### src/rtl/pkg_dtypes.sv
// Shared back-end datatypes: the IQueue entry format and dispatch-stage constants.
package pkg_dtypes;

  typedef struct packed {
    logic [6:0]  opcode;
    logic [5:0]  prd;
    logic [5:0]  prs1;
    logic [5:0]  prs2;
    logic [31:0] imm;
  } type_iqueue_entry;

  localparam int DISPATCH_STALL_CNT_WIDTH = 16;

endpackage

### src/rtl/be_dispatcher_if.sv
// Rename-side handshake plus the per-EU IQueue write/full signals of the dispatcher.
interface be_dispatcher_if import pkg_dtypes::*; #(parameter int NUM_EUS = 4);

  type_iqueue_entry       instr_i;
  logic [NUM_EUS-1:0]     instr_eu_mask_i;
  logic                   instr_valid_i;
  logic                   instr_ready_o;
  logic [NUM_EUS-1:0]     eu_is_full_i;
  type_iqueue_entry       dispatched_instr_o;
  logic [NUM_EUS-1:0]     dispatched_instr_valid_o;

  modport master (
    input  instr_i, instr_eu_mask_i, instr_valid_i, eu_is_full_i,
    output instr_ready_o, dispatched_instr_o, dispatched_instr_valid_o
  );

  modport slave (
    output instr_i, instr_eu_mask_i, instr_valid_i, eu_is_full_i,
    input  instr_ready_o, dispatched_instr_o, dispatched_instr_valid_o
  );

endinterface

### src/rtl/be_dispatcher_rr_select.sv
// Combinational round-robin picker: first set req bit at or after ptr, wrapping N-1 -> 0.
module rr_select #(
  parameter int N = 4,
  parameter int W = (N > 1) ? $clog2(N) : 1
) (
  input  logic [N-1:0] req,
  input  logic [W-1:0] ptr,
  output logic [N-1:0] grant,
  output logic [W-1:0] grant_idx
);

  always_comb begin
    logic         found;
    logic [W-1:0] idx;
    grant     = '0;
    grant_idx = '0;
    found     = 1'b0;
    idx       = '0;
    for (int i = 0; i < N; i++) begin
      idx = W'((int'(ptr) + i) % N);
      if (!found && req[idx]) begin
        found      = 1'b1;
        grant[idx] = 1'b1;
        grant_idx  = idx;
      end
    end
  end

endmodule

### src/rtl/be_dispatcher.sv
// Dispatch stage: one-entry holding register steered round-robin into non-full EU IQueues.
module be_dispatcher import pkg_dtypes::*; #(
  parameter int NUM_EUS         = 4,
  parameter int LOG2_NUM_EUS    = $clog2(NUM_EUS),
  parameter int STALL_CNT_WIDTH = DISPATCH_STALL_CNT_WIDTH
) (
  input  logic                       clk,
  input  logic                       reset_n,
  be_dispatcher_if.master            bus,
  input  logic                       flush_i,
  output logic                       bad_mask_o,
  output logic [STALL_CNT_WIDTH-1:0] stall_cycles_o
);

  logic                    held_valid;
  type_iqueue_entry        held_instr;
  logic [NUM_EUS-1:0]      held_mask;
  logic [LOG2_NUM_EUS-1:0] rr_ptr;

  logic [NUM_EUS-1:0]      elig;
  logic [NUM_EUS-1:0]      grant;
  logic [LOG2_NUM_EUS-1:0] grant_idx;
  logic                    dispatch_fire;
  logic                    accept;
  logic                    stall;

  // Flush masks eligibility so it overrides both dispatch and accept.
  assign elig = (held_valid && !flush_i) ? (held_mask & ~bus.eu_is_full_i) : '0;

  rr_select #(.N(NUM_EUS), .W(LOG2_NUM_EUS)) u_rr_select (
    .req       (elig),
    .ptr       (rr_ptr),
    .grant     (grant),
    .grant_idx (grant_idx)
  );

  assign dispatch_fire                = |grant;
  assign bus.dispatched_instr_valid_o = grant;
  assign bus.dispatched_instr_o       = held_instr;
  assign bus.instr_ready_o            = !flush_i && (!held_valid || dispatch_fire);
  assign accept                       = bus.instr_valid_i && bus.instr_ready_o;
  assign stall                        = held_valid && !flush_i && !dispatch_fire;

  always_ff @(posedge clk or negedge reset_n) begin
    if (!reset_n) begin
      held_valid <= 1'b0;
      held_instr <= '0;
      held_mask  <= '0;
    end else if (flush_i) begin
      held_valid <= 1'b0;
    end else if (accept) begin
      held_instr <= bus.instr_i;
      held_mask  <= bus.instr_eu_mask_i;
      // A zero mask has no legal target, so it is dropped rather than held forever.
      held_valid <= |bus.instr_eu_mask_i;
    end else if (dispatch_fire) begin
      held_valid <= 1'b0;
    end
  end

  always_ff @(posedge clk or negedge reset_n) begin
    if (!reset_n) begin
      rr_ptr <= '0;
    end else if (dispatch_fire) begin
      rr_ptr <= (grant_idx == LOG2_NUM_EUS'(NUM_EUS - 1)) ? '0
                                                          : grant_idx + LOG2_NUM_EUS'(1);
    end
  end

  always_ff @(posedge clk or negedge reset_n) begin
    if (!reset_n) begin
      bad_mask_o <= 1'b0;
    end else if (accept && (bus.instr_eu_mask_i == '0)) begin
      bad_mask_o <= 1'b1;
    end
  end

  always_ff @(posedge clk or negedge reset_n) begin
    if (!reset_n) begin
      stall_cycles_o <= '0;
    end else if (stall && (stall_cycles_o != '1)) begin
      stall_cycles_o <= stall_cycles_o + STALL_CNT_WIDTH'(1);
    end
  end

endmodule
### src/flat_wrapper.sv
// flat-port wrapper written by rule: the top's interface ports become plain ports
module be_dispatcher_flat import pkg_dtypes::*;
#(
  parameter int NUM_EUS         = 4,
  parameter int LOG2_NUM_EUS    = $clog2(NUM_EUS),
  parameter int STALL_CNT_WIDTH = DISPATCH_STALL_CNT_WIDTH
)
  (clk, reset_n, flush_i, bad_mask_o, stall_cycles_o, bus_instr_i, bus_instr_eu_mask_i, bus_instr_valid_i, bus_eu_is_full_i, bus_instr_ready_o, bus_dispatched_instr_o, bus_dispatched_instr_valid_o);
  be_dispatcher_if #(.NUM_EUS(NUM_EUS)) bus_i ();
  input  logic clk;
  input  logic reset_n;
  input  logic flush_i;
  output logic bad_mask_o;
  output logic [STALL_CNT_WIDTH-1:0] stall_cycles_o;
  input wire logic [$bits(bus_i.instr_i)-1:0] bus_instr_i;
  input wire logic [$bits(bus_i.instr_eu_mask_i)-1:0] bus_instr_eu_mask_i;
  input wire logic [$bits(bus_i.instr_valid_i)-1:0] bus_instr_valid_i;
  input wire logic [$bits(bus_i.eu_is_full_i)-1:0] bus_eu_is_full_i;
  output wire logic [$bits(bus_i.instr_ready_o)-1:0] bus_instr_ready_o;
  output wire logic [$bits(bus_i.dispatched_instr_o)-1:0] bus_dispatched_instr_o;
  output wire logic [$bits(bus_i.dispatched_instr_valid_o)-1:0] bus_dispatched_instr_valid_o;
  assign bus_i.instr_i = bus_instr_i;
  assign bus_i.instr_eu_mask_i = bus_instr_eu_mask_i;
  assign bus_i.instr_valid_i = bus_instr_valid_i;
  assign bus_i.eu_is_full_i = bus_eu_is_full_i;
  assign bus_instr_ready_o = bus_i.instr_ready_o;
  assign bus_dispatched_instr_o = bus_i.dispatched_instr_o;
  assign bus_dispatched_instr_valid_o = bus_i.dispatched_instr_valid_o;
  be_dispatcher #(.NUM_EUS(NUM_EUS), .LOG2_NUM_EUS(LOG2_NUM_EUS), .STALL_CNT_WIDTH(STALL_CNT_WIDTH)) u_core (.clk(clk), .reset_n(reset_n), .bus(bus_i), .flush_i(flush_i), .bad_mask_o(bad_mask_o), .stall_cycles_o(stall_cycles_o));
endmodule
### config.mk
export PLATFORM = sky130hd
export DESIGN_NAME = be_dispatcher_flat
export DESIGN_NICKNAME = d
export VERILOG_FILES = /design/src/rtl/pkg_dtypes.sv /design/src/rtl/be_dispatcher_if.sv /design/src/rtl/be_dispatcher_rr_select.sv /design/src/rtl/be_dispatcher.sv /design/src/flat_wrapper.sv
export SDC_FILE = /design/constraint.sdc
export NUM_CORES = 1
export LEC_CHECK = 0
export BUFFER_PORTS_ARGS = -buffer_cell sky130_fd_sc_hd__buf_2
export CAP_MARGIN = 20
export CORE_MARGIN = 3
export CORE_UTILIZATION = 50
export CTS_CLUSTER_DIAMETER = 50
export DETAILED_ROUTE_END_ITERATION = 10
export PLACE_DENSITY = 0.9
export SLEW_MARGIN = 25
export SYNTH_ARGS = -nofsm -noshare
export SYNTH_HDL_FRONTEND = slang
export SYNTH_SLANG_ARGS = --single-unit
### constraint.sdc
create_clock -name clk -period 4.1 [get_ports clk]
set_clock_uncertainty 0.05 [all_clocks]
set_input_delay 0.615 -clock clk [delete_from_list [all_inputs] [get_ports clk]]
set_output_delay 0.615 -clock clk [all_outputs]
set_load 0.01 [all_outputs]
==> results of run 1 <==
through the flow:
step | setup WS [ns] | power, W | cells | hold WS, ns | instance area, um2
after floorplan | 0.909 | 0.00202 | 289 | 0.269 | 4050
after global placement | 0.476 | 0.00240 | 530 | 0.386 | 4840
after detailed placement | 0.372 | 0.00245 | 530 | 0.397 | 4840
after CTS | 0.0458 | 0.00299 | 546 | 0.408 | 5020
after global routing | 0.00977 | 0.00315 | 546 | 0.300 | 5030
final | 0.178 | 0.00297 | 546 | 0.239 | 5030
flip-flops by register name (all words and copies together), names as in the netlist:
name,cells
u_core.bad_mask_o,1
u_core.rr_ptr,2
u_core.stall_cycles_o,16
u_core.bus.dispatched_instr_o,57
u_core.held_valid,1
u_core.held_mask,4
path summary, 6_finish.rpt:
kind                                                           to  slack (ns)
worst min register to register                  u_core.bad_mask_o        0.41
min in group clk                                u_core.bad_mask_o        0.41
worst max register to register  u_core.bus.dispatched_instr_o[27]        0.47
worst min-delay path            u_core.bus.dispatched_instr_o[10]        0.24
worst max-delay path                            bus_instr_ready_o        0.18
max in group asynchronous                     u_core.held_mask[0]        3.28
power breakdown:
group	internal [W]	switching, W
Clock	0.000250	0.000287
Sequential	0.00105	0.000181
Combinational	0.000631	0.000573
Total	0.00193	0.00104
kinds of logic after synthesis:
group	synth area share, %
buffers and inverters	3.09
DFF	50.1
xor gates and xnor gates	3.25
and+or+nand+nor	10.3
muxes	25.5
AOI/OAI and AO/OA	4.95
adders and majority gates	2.78
layout by cell type (no fill, tap or decap), drive strengths merged, types with 4 or more instances in the layout:
cell type | Yosys | layout
buf | 10 | 151
dfrtp | 81 | 81
mux2 | 62 | 62
nand2 | 18 | 18
nand3 | 12 | 12
a21oi | 12 | 12
clkbuf | 2 | 11
xor2 | 10 | 10
nor3 | 9 | 9
ha | 9 | 9
nor2 | 7 | 7
inv | 5 | 5
mux4 | 5 | 5
xnor2 | 5 | 5
nor4 | 5 | 5
nand4bb | 4 | 4
worst max-delay path: cells and delay by family, from the launching register on:
| family | cells | cell delay (ns) |
|---|---|---|
| buffers and inverters | 2 | 0.37 |
| DFF | 1 | 0.47 |
| adders and majority gates | 1 | 0.51 |
| muxes | 1 | 0.42 |
| AOI/OAI and AO/OA | 4 | 0.78 |
| and+or+nand+nor | 1 | 0.36 |
metal layers:
metal  wire [um]  part of all wire [%]  up-vias  global-route usage (%)
met5           0                     0        -                       0
met4         171                   1.9        0                    7.70
met3         521                   5.8       17                    4.30
met2        4610                    51      125                    34.6
met1        3660                    41     1430                    26.3
li1            -                     -     1344                       -
area by class of cell:
| type | count | area share [%] |
|---|---|---|
| multi-input cells | 191 | 37.8 |
| clock inverters | 5 | 0.597 |
| flip-flops and latches | 81 | 40.3 |
| repair buffers | 151 | 15.4 |
| well taps | 102 | 2.54 |
| clock buffers | 11 | 3.01 |
| inverters | 5 | 0.373 |
synth_stat cells (4+ instances only):
master,n,share of area (%)
a21oi_1,10,1.2
buf_6,7,1.9
dfrtp_1,81,50
ha_1,9,2.8
inv_1,5,0.46
mux2_4,59,22
mux4_2,5,2.8
nand2_1,18,1.7
nand3_1,12,1.5
nand4bb_1,4,1.1
nor2_1,7,0.65
nor3_1,9,1.1
nor4_1,4,0.62
xnor2_1,5,1.1
xor2_1,10,2.2
==> run_results.csv, run 1 <==
group,metric,value,unit
run_status,status,"completed",
placement,dp_hpwl,6.71,mm
drt,drcViolationCount,0,
pwr,ir_worst_vdd,300,uV
final_layout,syn2layout_area_growth,24.3,%
global_route,grt_pass1_wl,14.5,mm
cts,cts_buffers,9,
setup_path,slowest_stage,"ha_1",
final_layout,seq_area,2030,um2
drt,first_pass_iters,4,
cts,cts_max_level,3,
sta,period_share,95.6,%
synthesis,synth-edff-count,0,
die,start_util,51.8,%
setup_path,ff2ff_path_depth,10,
placement,gp_congestion,0.838,
placement,port_buffers,147,
sta,drv_slew,0,
synthesis,avgSynthCellArea,14.0,um2
final_layout,antenna_cells,0,
global_route,grt_pass1_vias,3073,
setup_path,arrival,3.26,ns
synthesis,seq_area_frac_synth,50.1,%
sta,setup-tns-final,0,ns
synthesis,yosys_warnings,0,
global_route,grt_use_total,20.6,%
drt,vias_per_cell,5.34,
cts,clock_latency,0.35,ns
drt,postRouteAntennaNets,0,
global_route,antenna_found_initial,0,
die,dieArea,9210,um2
setup_path,slowest_delay,0.51,ns
drt,wirelength,8.96,mm
cts,clk_pin_slew_worst_paths,0.08,ns
setup_path,startpoint,"u_core.rr_ptr[1]",
setup_path,cp-start-kind,"flop",
sta,worst_slew_pin_slew,0.718,ns
setup_path,end_kind,"output port",
pwr,power_density,591,nW/um2
drt,vias,2916,
setup_path,crit_chain,"inv_1 -> ha_1 -> mux4_2 -> a21oi_2 -> a21oi_1 -> a2111oi_2 -> and3_2 -> a21oi_1 -> buf_2",
final_layout,fillers,589,
final_layout,multi_input_comb_area,1900,um2
sta,rsz0062_at_grt,"no",
final_layout,fin_util,64.4,%
worst_hold_path,hold_class,"input port to async pin",
drt,wl_per_cell,16.4,um
cts,cts.sinks,81,
synthesis,yosysUniqueCellTypes,42,
global_route,grt_max_degree,82,
die,die_y,96.0,um
sta,fmax,255,MHz
die,rows,32,
sta,finalSetupViolations,0,
die,core_area,7810,um2
synthesis,synth_area,4050,um2
sta,fin_crit,3.92,ns
setup_path,r2r_start,"u_core.rr_ptr[1]",
synthesis,synth-main-ff-cell,"dfrtp_1",
final_layout,drive_gt1_share,53.6,%
setup_path,crit_path_frequent_cell,"a21oi_1",
global_route,grt-ovfl-total,0,
setup_path,cp.required,3.43,ns
cts,hold_buffers,0,
sta,final-hold-violation-count,0,
pwr,leakage,2.56,nW
synthesis,synthCells,289,
final_layout,final_nets,517,
cts,clk_path_buf_depth,2,
setup_path,cp_max_fo,10,
drt,first_iter_violations,91,
die,io_pins,148,
cts,cts_setup_buffers,0,
setup_path,worstSetupPathType,"flop to output port",
die,die_w,96.0,um
synthesis,async_reset_ff_share,100,%
synthesis,synth-seq-cells,81,
sta,slew_headroom,52.1,%
synthesis,synth_nets,367,
flow_run,maxCapViolations,0,
cts,cts_tree,"built",
cts,root_buffer,"clkbuf_8",
cts,cts-resized-gates,0,
(Power assumes the default switching activity.)
==> run 2, diff against run 1 <==
Settings changed: CORE_UTILIZATION 50 to 54, GPL_TIMING_DRIVEN from default to 0, PLACE_DENSITY 0.9 to 0.95.
Clock period 4.1 ns to 5.05 ns, I/O delays scaled along.
==> run 2 against run 1 <==
Compared with the run above: via count rose by 1.3%; cell count rose by 0.37%; power is 17% lower; largest cell class unchanged; critical path type unchanged; largest power group unchanged; sequential share of layout area shrank 0.71 points; wire length up 8.5%.
==> run_results.csv, run 2 (same netlist as run 1, synthesis figures left out) <==
group,metric,value,unit
run_status,status,"completed",
placement,gp_congestion,0.880,
drt,postRouteAntennaNets,0,
cts,cts-resized-gates,0,
flow_run,maxCapViolations,0,
die,dieArea,8570,um2
drt,wl_per_cell,17.7,um
setup_path,cp-start-kind,"flop",
setup_path,cp_max_fo,10,
setup_path,end_kind,"output port",
final_layout,mostFrequentLayoutCell,"buf_2",
global_route,grt-ovfl-total,0,
sta,slew_headroom,59.6,%
drt,wirelength,9.72,mm
sta,fmax,239,MHz
placement,dp_hpwl,7.45,mm
final_layout,syn2layout_area_growth,26.5,%
global_route,antenna_found_initial,0,
cts,clock_latency,0.33,ns
sta,period_share,82.7,%
setup_path,worstSetupPathType,"flop to output port",
die,die_y,92.6,um
global_route,grt_pass1_vias,3125,
worst_hold_path,hold_class,"input port to async pin",
cts,clk_pin_slew_worst_paths,0.08,ns
drt,first_iter_violations,119,
cts,root_buffer,"clkbuf_8",
sta,drv_slew,0,
cts,cts_buffers,9,
cts,cts_tree,"built",
sta,whs,0.335,ns
final_layout,antenna_cells,0,
sta,finalSetupViolations,0,
pwr,ir_worst_vdd,272,uV
global_route,grt_use_total,23.6,%
pwr,power_density,485,nW/um2
die,rows,30,
final_layout,layout_common_cells,"buf_2 (147), dfrtp_1 (81), mux2_4 (59), nand2_1 (18), nand3_1 (12)",
die,die_w,92.6,um
final_layout,final_nets,526,
cts,hold_buffers,0,
die,io_pins,148,
global_route,grt_pass1_wl,15.9,mm
cts,cts_max_level,3,
drt,vias,2953,
final_layout,drive_gt1_share,53.3,%
die,start_util,57.6,%
die,core_area,7020,um2
sta,rsz0062_at_grt,"no",
setup_path,cp.required,4.24,ns
cts,cts_setup_buffers,0,
drt,first_pass_iters,4,
cts,clk_path_buf_depth,2,
sta,worst_slew_pin_slew,0.600,ns
setup_path,arrival,3.37,ns
cts,cts.sinks,81,
sta,setup-tns-final,0,ns
global_route,grt_max_degree,42,
sta,final-hold-violation-count,0,
sta,fin_crit,4.18,ns
final_layout,largest_reg_flops,57,
drt,vias_per_cell,5.39,
placement,port_buffers,147,
pwr,leakage,2.61,nW
drt,drcViolationCount,0,
-- run 2: changes by cell type in the layout (fill, tap and decap cells not counted), sizes merged --
| cell | delta |
|---|---|
| bufinv | +1 |
| clkinvlp | -2 |
| clkinv | -1 |
| clkbuf | +2 |
| inv | +1 |
| buf | +7 |
-- run 2: worst max-delay path, cell delays in order (launching register included) --
cell and delay (ns):
dfrtp_1 0.46, inv_1 0.20, ha_1 0.32, clkbuf_1 0.32, mux4_2 0.44, a21oi_2 0.16, a21oi_1 0.11, a2111oi_2 0.42
and3_1 0.21, buf_4 0.18, a21oi_1 0.09, buf_2 0.14
-- run 2: final cells by class --
| type | instances | area (um2) |
|---|---|---|
| flip-flops and latches | 81 | 2030 |
| clock buffers | 11 | 141 |
| inverters | 5 | 18.8 |
| multi-input cells | 191 | 1890 |
| well taps | 96 | 120 |
| fillers | 466 | 1900 |
| repair buffers | 148 | 758 |
| clock inverters | 4 | 52.6 |
| plain buffers | 12 | 106 |
-- run 2: routing by layer --
layer  GRT usage, %  vias up  wire, um
met5              0        -         0
met4           8.04        0       166
met3           4.14       17       656
met2           39.9      147      4890
met1           30.8     1424      4010
li1               -     1365         -
-- run 2: path summary, 6_finish.rpt --
check / start / to / slack, ns / cells past startpoint
max reg2reg: u_core.rr_ptr[1] / u_core.bus.dispatched_instr_o[39] / 1.43 / 12
min: reset_n / u_core.stall_cycles_o[11] / 0.33 / 1
max in group asynchronous: reset_n / u_core.bus.dispatched_instr_o[10] / 4.02 / 2
max: u_core.rr_ptr[1] / bus_instr_ready_o / 0.87 / 11
min in group clk: u_core.bad_mask_o / u_core.bad_mask_o / 0.44 / 1
min reg2reg: u_core.bad_mask_o / u_core.bad_mask_o / 0.44 / 1
-- run 2: per-stage QoR --
stage	area (um2)	util [%]	instances	setup slack (ns)	power [W]
4_1_cts	5120	72.9	548	0.919	0.00250
2_1_floorplan	4050	-	289	1.59	0.00164
3_5_place_dp	4920	70.2	533	1.09	0.00202
5_1_grt	5120	72.9	548	0.687	0.00263
3_3_place_gp	4900	69.8	532	1.18	0.00197
6_report	5120	72.9	548	0.874	0.00248
-- run 2: power breakdown --
part | internal, W | switching [W]
registers | 0.000854 | 0.000162
clock network | 0.000242 | 0.000225
logic | 0.000521 | 0.000478
